<file path="src/rtl/reg_writeback_arbiter.sv">
// reg_writeback_arbiter: owns the register file's single write port and
// merges results from two producers. ALU results cannot be stalled and always
// win. Load results arrive by valid/ready handshake and wait in an in-order
// FIFO until the port is free. The pending mask tells the issue stage which
// registers still have a queued load write.
module reg_writeback_arbiter #(
  parameter  int DATA_WIDTH = 32,
  parameter  int SEL_WIDTH  = 4,
  parameter  int FIFO_DEPTH = 4,
  localparam int NUM_REGS   = 2 ** SEL_WIDTH,
  localparam int CNT_W      = $clog2(FIFO_DEPTH + 1)
) (
  input  logic                  clk,
  input  logic                  rst_n,
  input  logic                  alu_valid,
  input  logic [SEL_WIDTH-1:0]  alu_sel,
  input  logic [DATA_WIDTH-1:0] alu_data,
  input  logic                  mem_valid,
  output logic                  mem_ready,
  input  logic [SEL_WIDTH-1:0]  mem_sel,
  input  logic [DATA_WIDTH-1:0] mem_data,
  output logic                  write_en,
  output logic [SEL_WIDTH-1:0]  write_sel,
  output logic [DATA_WIDTH-1:0] write_data,
  output logic [NUM_REGS-1:0]   pending_mask,
  output logic [CNT_W-1:0]      fifo_count,
  output logic                  collide_err
);

  localparam int PTR_W = $clog2(FIFO_DEPTH);

  // Load-result storage. Contents need no reset: validity comes from the
  // pointers and count alone, so a reset empties the queue immediately.
  logic [SEL_WIDTH-1:0]  sel_mem  [FIFO_DEPTH];
  logic [DATA_WIDTH-1:0] data_mem [FIFO_DEPTH];

  logic [PTR_W-1:0]      rd_ptr_reg, rd_ptr_next;
  logic [PTR_W-1:0]      wr_ptr_reg, wr_ptr_next;
  logic [CNT_W-1:0]      count_reg,  count_next;

  logic                  write_en_reg,   write_en_next;
  logic [SEL_WIDTH-1:0]  write_sel_reg,  write_sel_next;
  logic [DATA_WIDTH-1:0] write_data_reg, write_data_next;
  logic                  collide_reg,    collide_next;

  logic                  alu_take;
  logic                  enq;
  logic                  deq;
  logic [NUM_REGS-1:0]   entry_mask [FIFO_DEPTH];
  logic [NUM_REGS-1:0]   pending_comb;

  // Ready depends only on stored occupancy, never on a same-cycle dequeue.
  assign mem_ready = (count_reg < CNT_W'(FIFO_DEPTH));
  assign alu_take  = alu_valid && (alu_sel != '0);
  // Register 0 is hardwired zero: such loads complete the handshake but are
  // not stored.
  assign enq       = mem_valid && mem_ready && (mem_sel != '0);
  assign deq       = !alu_take && (count_reg != '0);

  // Each storage slot contributes one-hot(sel) only while it lies inside the
  // occupied window starting at the read pointer.
  for (genvar gi = 0; gi < FIFO_DEPTH; gi++) begin : g_entry
    logic [PTR_W-1:0] offset;
    assign offset         = PTR_W'(gi) - rd_ptr_reg;
    assign entry_mask[gi] = (CNT_W'(offset) < count_reg)
                            ? (NUM_REGS'(1) << sel_mem[gi]) : '0;
  end

  // OR the per-slot masks into the exported pending-write mask.
  always_comb begin
    pending_comb = '0;
    for (int i = 0; i < FIFO_DEPTH; i++) begin
      pending_comb = pending_comb | entry_mask[i];
    end
  end

  // Store an accepted load at the write pointer.
  always_ff @(posedge clk) begin
    if (enq) begin
      sel_mem[wr_ptr_reg]  <= mem_sel;
      data_mem[wr_ptr_reg] <= mem_data;
    end
  end

  // Next-state: output priority (ALU, then FIFO head, then idle hold),
  // pointer/count bookkeeping and the sticky collision flag.
  always_comb begin
    write_en_next   = 1'b0;
    write_sel_next  = write_sel_reg;
    write_data_next = write_data_reg;
    rd_ptr_next     = rd_ptr_reg;
    wr_ptr_next     = wr_ptr_reg;
    count_next      = count_reg;
    collide_next    = collide_reg;

    if (alu_take) begin
      write_en_next   = 1'b1;
      write_sel_next  = alu_sel;
      write_data_next = alu_data;
    end else if (deq) begin
      write_en_next   = 1'b1;
      write_sel_next  = sel_mem[rd_ptr_reg];
      write_data_next = data_mem[rd_ptr_reg];
    end

    if (enq) begin
      wr_ptr_next = wr_ptr_reg + PTR_W'(1);
    end
    if (deq) begin
      rd_ptr_next = rd_ptr_reg + PTR_W'(1);
    end
    if (enq && !deq) begin
      count_next = count_reg + CNT_W'(1);
    end else if (!enq && deq) begin
      count_next = count_reg - CNT_W'(1);
    end

    // An ALU write to a register with a queued load means issue let a
    // hazard through; both writes still go out, ALU first.
    if (alu_take && pending_comb[alu_sel]) begin
      collide_next = 1'b1;
    end
  end

  // State registers with asynchronous clear.
  always_ff @(posedge clk or negedge rst_n) begin
    if (!rst_n) begin
      write_en_reg   <= 1'b0;
      write_sel_reg  <= '0;
      write_data_reg <= '0;
      rd_ptr_reg     <= '0;
      wr_ptr_reg     <= '0;
      count_reg      <= '0;
      collide_reg    <= 1'b0;
    end else begin
      write_en_reg   <= write_en_next;
      write_sel_reg  <= write_sel_next;
      write_data_reg <= write_data_next;
      rd_ptr_reg     <= rd_ptr_next;
      wr_ptr_reg     <= wr_ptr_next;
      count_reg      <= count_next;
      collide_reg    <= collide_next;
    end
  end

  assign write_en     = write_en_reg;
  assign write_sel    = write_sel_reg;
  assign write_data   = write_data_reg;
  assign pending_mask = pending_comb;
  assign fifo_count   = count_reg;
  assign collide_err  = collide_reg;

endmodule

</file>
<file path="config.mk">
export PLATFORM = sky130hd
export DESIGN_NAME = reg_writeback_arbiter
export DESIGN_NICKNAME = d
export VERILOG_FILES = /design/src/rtl/reg_writeback_arbiter.sv
export SDC_FILE = /design/constraint.sdc
export NUM_CORES = 1
export LEC_CHECK = 0
export BUFFER_PORTS_ARGS = -buffer_cell sky130_fd_sc_hd__buf_2
export CAP_MARGIN = 15
export CELL_PAD_IN_SITES_DETAIL_PLACEMENT = 1
export CELL_PAD_IN_SITES_GLOBAL_PLACEMENT = 1
export CORE_ASPECT_RATIO = 0.9
export CORE_MARGIN = 4
export CORE_UTILIZATION = 47
export CTS_BUF_LIST = sky130_fd_sc_hd__clkbuf_16
export CTS_CLUSTER_SIZE = 10
export DETAILED_ROUTE_END_ITERATION = 6
export GPL_ROUTABILITY_DRIVEN = 1
export PLACE_DENSITY = 0.77
export SLEW_MARGIN = 20
export SYNTH_ARGS = -nofsm -noshare
export SYNTH_HDL_FRONTEND = slang
export SYNTH_SLANG_ARGS = --single-unit
export TNS_END_PERCENT = 20
</file>
<file path="constraint.sdc">
create_clock -name clk -period 3.9 [get_ports clk]
set_input_delay 0.195 -clock clk [delete_from_list [all_inputs] [get_ports clk]]
set_output_delay 0.195 -clock clk [all_outputs]
set_load 0.03 [all_outputs]
</file>
== Yosys cells after proc, flatten, opt, wreduce, memory -nomap -nowiden ==
Memory sizes are Yosys's and may differ from the RTL's.
Cells that the tools add are included.

* Memories: 2
* Output and inout bits: 58
* Logic and storage cells: 61
* Bits in registers: 45
* Memory bits (writable): 144

* Shift-type cells: 4
* $add $sub $neg: 8
* Bitwise gates (word level): 3
* Muxes and demuxes: 16
* Reduce and logical (&&, ||, !) cells: 15
* $lt $le $gt $ge: 6

{| class="wikitable"
|+ Memories
! memory !! depth !! width !! rd ports !! clocked after Yosys merged registers in !! write ports !! RTL line !! source
|-
| data_mem || 4 || 32 || 1 || 0 || 1 || 35 || <nowiki>logic [DATA_WIDTH-1:0] data_mem [FIFO_DEPTH];</nowiki>
|-
| sel_mem || 4 || 4 || 5 || 0 || 1 || 34 || <nowiki>logic [SEL_WIDTH-1:0] sel_mem [FIFO_DEPTH];</nowiki>
|}

{| class="wikitable"
|+ Operators with widths
! kind !! count
|-
| 2-to-1 mux 16 bit || 4
|-
| 2-to-1 mux 32 bit || 2
|-
| << shifter 1 x 4 -> 16 bit, first input constant || 4
|-
| OR 16 bit || 3
|-
| less-than comparator 2 x 3 -> 1 bit || 4
|-
| 2-to-1 mux 4 bit || 2
|-
| nonzero test 4 bit || 2
|-
| logical AND 1 bit || 7
|-
| 2-to-1 mux 3 bit || 2
|-
| less-than comparator 4 x 5 -> 1 bit, second input constant || 1
|-
| 2-to-1 mux 1 bit || 5
|-
| adder 2 x 1 -> 2 bit, second input constant || 2
|-
| binary-select mux 1 bit (select 4 bit) || 1
|-
| nonzero test 2 bit || 2
|-
| subtractor 1 x 2 -> 2 bit, first input constant || 2
|-
| subtractor 2 bit, first input constant || 2
|-
| adder 3 x 1 -> 3 bit, second input constant || 1
|-
| logical NOT 1 bit || 3
|-
| less-than comparator 3 bit, second input constant || 1
|-
| nonzero test 3 bit || 1
|-
| subtractor 3 x 1 -> 3 bit, second input constant || 1
|}

== Logic depth before layout (Yosys ltp) ==
* Depth after elaboration: 9
* Mapped depth: 13
* Depth with buffers taken out: 10

== Worst setup path before layout ==
Ideal clock, no wire load.

* Path kind: reg2reg
* Start: reg rd_ptr_reg[1]
* End: reg collide_reg (netlist: collide_err)
* Buffers on the path: 2
* Setup slack: 789 ps
* Cell stages (with the launch flop): 13
* Required time: 3762 ps
* Library setup time: 138 ps
* Arrival: 2973 ps
* Clock period less this slack: 3111 ps
* Cells stage by stage: dfrtp_1 -> buf_2 -> buf_1 -> xnor2_1 -> inv_1 -> ha_1 -> nor2b_2 -> a211oi_2 -> a22oi_1 -> nand3_1 -> a211o_1 -> a211oi_2 -> a311oi_2

* Longest elaborated chain between the ends: 9
* Elaborated cells between the ends (all ways): 18

{| class="wikitable"
|+ Ends and longest elaborated chain
! what !! RTL line !! source
|-
| from (decl) || 37 || <nowiki>logic [PTR_W-1:0] rd_ptr_reg, rd_ptr_next;</nowiki>
|-
| from (signal assigned) || 139 || <nowiki>rd_ptr_reg <= rd_ptr_next;</nowiki>
|-
| subtractor 1 x 2 -> 2 bit || 64 || <nowiki>assign offset = PTR_W'(gi) - rd_ptr_reg;</nowiki>
|-
| less-than comparator 2 x 3 -> 1 bit || 65 || <nowiki>assign entry_mask[gi] = (CNT_W'(offset) < count_reg)</nowiki>
|-
| 2-to-1 mux 16 bit || 66 || <nowiki>? (NUM_REGS'(1) << sel_mem[gi]) : '0;</nowiki>
|-
| OR 16 bit (2 in a row) || 73 || <nowiki>pending_comb = pending_comb | entry_mask[i];</nowiki>
|-
| OR 16 bit * || 73 ||
|-
| via pending_mask[5] || 25 || <nowiki>output logic [NUM_REGS-1:0] pending_mask,</nowiki>
|-
| binary-select mux 1 bit (select 4 bit) * || 120 || <nowiki>if (alu_take && pending_comb[alu_sel]) begin</nowiki>
|-
| 2-to-1 mux 1 bit (implied by the code) * || 120 ||
|-
| logical AND 1 bit * || 120 ||
|-
| to (signal assigned) || 142 || <nowiki>collide_reg <= collide_next;</nowiki>
|-
| to (decl) || 44 || <nowiki>logic collide_reg, collide_next;</nowiki>
|}

Mark *: on every way through the listed nets, which the timed path passes. The rest lies on a longest branch. The select of a mux whose other input is x is not followed.
A chain may end at the register's enable or synchronous reset.

== Worst setup path in the final report ==
* Start: reg rd_ptr_reg[1]
* End: out pending_mask[12]

* Longest elaborated chain between the ends: 6
* Elaborated cells between the ends (all ways): 15

{| class="wikitable"
|+ Ends and longest elaborated chain
! what !! RTL line
|-
| subtractor 1 x 2 -> 2 bit || 64
|-
| less-than comparator 2 x 3 -> 1 bit || 65
|-
| 2-to-1 mux 16 bit || 66
|-
| OR 16 bit (2 in a row) || 73
|-
| OR 16 bit * || 73
|-
| to (decl) || 25
|}

Every way passes the cells marked *; elsewhere a longest branch is shown, timed or not.

==> flow_summary.yaml <==
global_route:
  antenna_found_initial: 0
  grt_pass1_vias: 6176
  overflow: 0
  grt_pass1_wl_um: 36500
  grt_usage: 0.2435
  grt_max_degree: 67
clock_network:
  max-clock-path-buffers: 2
  cts-root-buf: "clkbuf_16"
  htreeDepth: 4
  cts_buffers: 17
  clk_pin_slew_ns: 0.08
  clk_latency_ns: 0.44
  cts_sinks: 189
  cts_tree: "built"
  cts_resized: 0
floorplanning:
  die_h_um: 134.9
  die_x_um: 148.9
  initial_utilization: 0.4771
  coreArea_um2: 17610
  io_pins: 134
  rows: 46
  dieArea_um2: 20090
sta:
  setup_viol: 0
  fmax_mhz: 294.4
  hold_viol: 0
  clock-skew-final_ns: 0.01604
  fin_tns_setup_ns: 0
  tightest_slew_ns: 1.031
  rsz0062_at_grt: "no"
  maxSlewHeadroom: 0.3127
  finalMaxSlewViolations: 0
  fin_crit_sh: 0.8709
  layout_min_cycle_time_ns: 3.397
layout:
  nFillCells: 1709
  layout_commonest_cell: "edfxtp_1"
  final_nets: 793
  areaGrowthSynthToFinish_pct: 23.05
  layout_common_cells: "144 x edfxtp_1, 133 x buf_2, 43 x dfrtp_1"
  finalInstanceArea_um2: 10340
  diodes: 0
  drive_gt1_frac: 0.3361
  largest_reg_flops: 128
synth:
  synthCells: 536
  ys_seq_area_frac: 0.6486
  yosys.area.top_type_share: 0.5146
  synth_area_leaders: "edfxtp_1 51%, dfrtp_1 13%, mux4_2 9.6%, mux2i_1 4.1%, a21oi_1 2.0%"
  synth_area_um2: 8403
  synth-seq-cells: 189
  ys_warn_count: 0
  synth_nets: 622
  synthArstFlopShare: 0.2381
  synth.distinct_cells: 58
  syn_avg_cell_area_um2: 15.68
  synth_flop_cell: "edfxtp_1"
  synth_edf_count: 144
  yosysTopAreaCell: "edfxtp_1"
route:
  via_per_inst: 5.704
  first_pass_iters: 4
  avgRoutedWirePerCell_um: 24.34
  vias: 5476
  drt-initial-drc-count: 409
  wl_um: 23370
  ant_nets: 0
  drc: 0
critical_path:
  worstPathArrival_ns: 3.20
  rr_worst_depth: 10
  r2r_end: "collide_err"
  worstSetupEndpointType: "output port"
  path_cells: "buf_4 -> inv_1 -> ha_1 -> a211oi_2 -> nor4_1 -> nand3_1 -> nand3_1 -> buf_2"
  crit_required_ns: 3.70
  start_kind: "flip-flop"
  cpMostUsedCell: "nand3_1"
  r2r-start: "rd_ptr_reg[1]"
  startpoint: "rd_ptr_reg[1]"
  crit_slowest_cell: "nor4_1"
  reg2reg_slack_ns: 0.83
  worstSetupPathType: "flip-flop to output port"
  slowest_delay_ns: 0.72
  crit_fanout: 39
run:
  cap_violations: 0
min_path:
  min_to: "write_data[18]"
  hp-start: "alu_data[18]"
  worst_hold_path.num_cells: 3
  worstHoldPathType: "input port to flip-flop"
place:
  place_congestion: 0.9448
  dp_hpwl_um: 15100
  dpl_cell_area_um2: 9305
  port-buffer-count: 133
pwr:
  vdd_drop_max_uv: 374.0
  leakage_nw: 3.802
  power_density_nw_per_um2: 727.7
outcome:
  status: "finished, final reports clean"
## critical path, delay by kind of cell, from the launching register on
family / cells / cell delay, ns
AO/OA/AOI/OAI: 1 / 0.08
adder cells (fa/ha/maj): 1 / 0.33
buffers and inverters: 3 / 0.81
flip-flops: 1 / 0.37
AND/OR/NAND/NOR: 3 / 1.17
## what timing repair did
action                                  4_1_cts  5_1_grt
hold buffers                                 42        0
setup buffers                                 0        0
endpoints found under the hold margin       185        0
endpoints found under the setup margin        0        0
## cell families after synthesis
group / count (synthesis) / share of synthesized area
fa+ha+maj: 10 / 0.01578
mux: 73 / 0.1410
simple gates: 128 / 0.08041
flops: 189 / 0.6486
buf+inv: 41 / 0.02114
xor+xnor: 7 / 0.007296
compound gates: 88 / 0.08577
## cell usage after synthesis (all sizes together) (4+ instances only)
cell     number
edfxtp      144
dfrtp        45
nor2         41
mux4         36
a21oi        34
mux2i        34
nand2        23
nor2b        19
buf          17
nand3        14
a22oi        13
clkbuf       13
inv          11
ha            9
a211oi        8
a32oi         7
nand2b        6
xnor2         6
a2111oi       5
and2          5
o211ai        5
nor3          4
## how the worst max path moves through the flow
stage | endpoint | slack (ns)
4_1_cts | pending_mask[12] | 0.54
6_report | pending_mask[12] | 0.50
2_1_floorplan | collide_err | 0.79
3_5_place_dp | collide_err | 0.82
3_3_place_gp | collide_err | 0.86
5_1_grt | pending_mask[12] | 0.30
## metal layers
layer  wire length (um)  global-route usage  vias up
met2              12190              0.4215      186
met5                  0                   0        -
li1                   -                   -     2445
met3               1158             0.04933       28
met4                460             0.07168        0
met1               9562              0.3136     2817
## where the power goes
part / switching [mW] / internal [mW]
Sequential: 0.252 / 2.58
Clock: 0.885 / 0.879
Combinational: 1.80 / 1.13
## area by class of cell
class	count	area, um^2	share of cell area
flip-flops and latches	189	5453	0.5273
repair buffers	182	1139	0.1101
clock inverters	15	187.7	0.01815
well taps	240	300.3	0.02904
multi-input cells	306	2794	0.2702
clock buffers	17	425.4	0.04114
inverters	11	41.29	0.003993
## stage by stage
step | power [mW] | hold WS, ns | setup slack (ns) | instances | util
after floorplan | 4.909 | -0.1006 | 0.7893 | 536 | -
after global routing | 7.934 | 0.01044 | 0.2953 | 960 | 0.5871
after detailed placement | 5.753 | 0.3513 | 0.8239 | 886 | 0.5283
after CTS | 7.565 | 0.00006403 | 0.5398 | 960 | 0.5870
after global placement | 5.662 | 0.3588 | 0.8597 | 886 | 0.5283
final | 7.525 | 0.01031 | 0.5035 | 960 | 0.5871
Power figures use the tool's default switching activity.
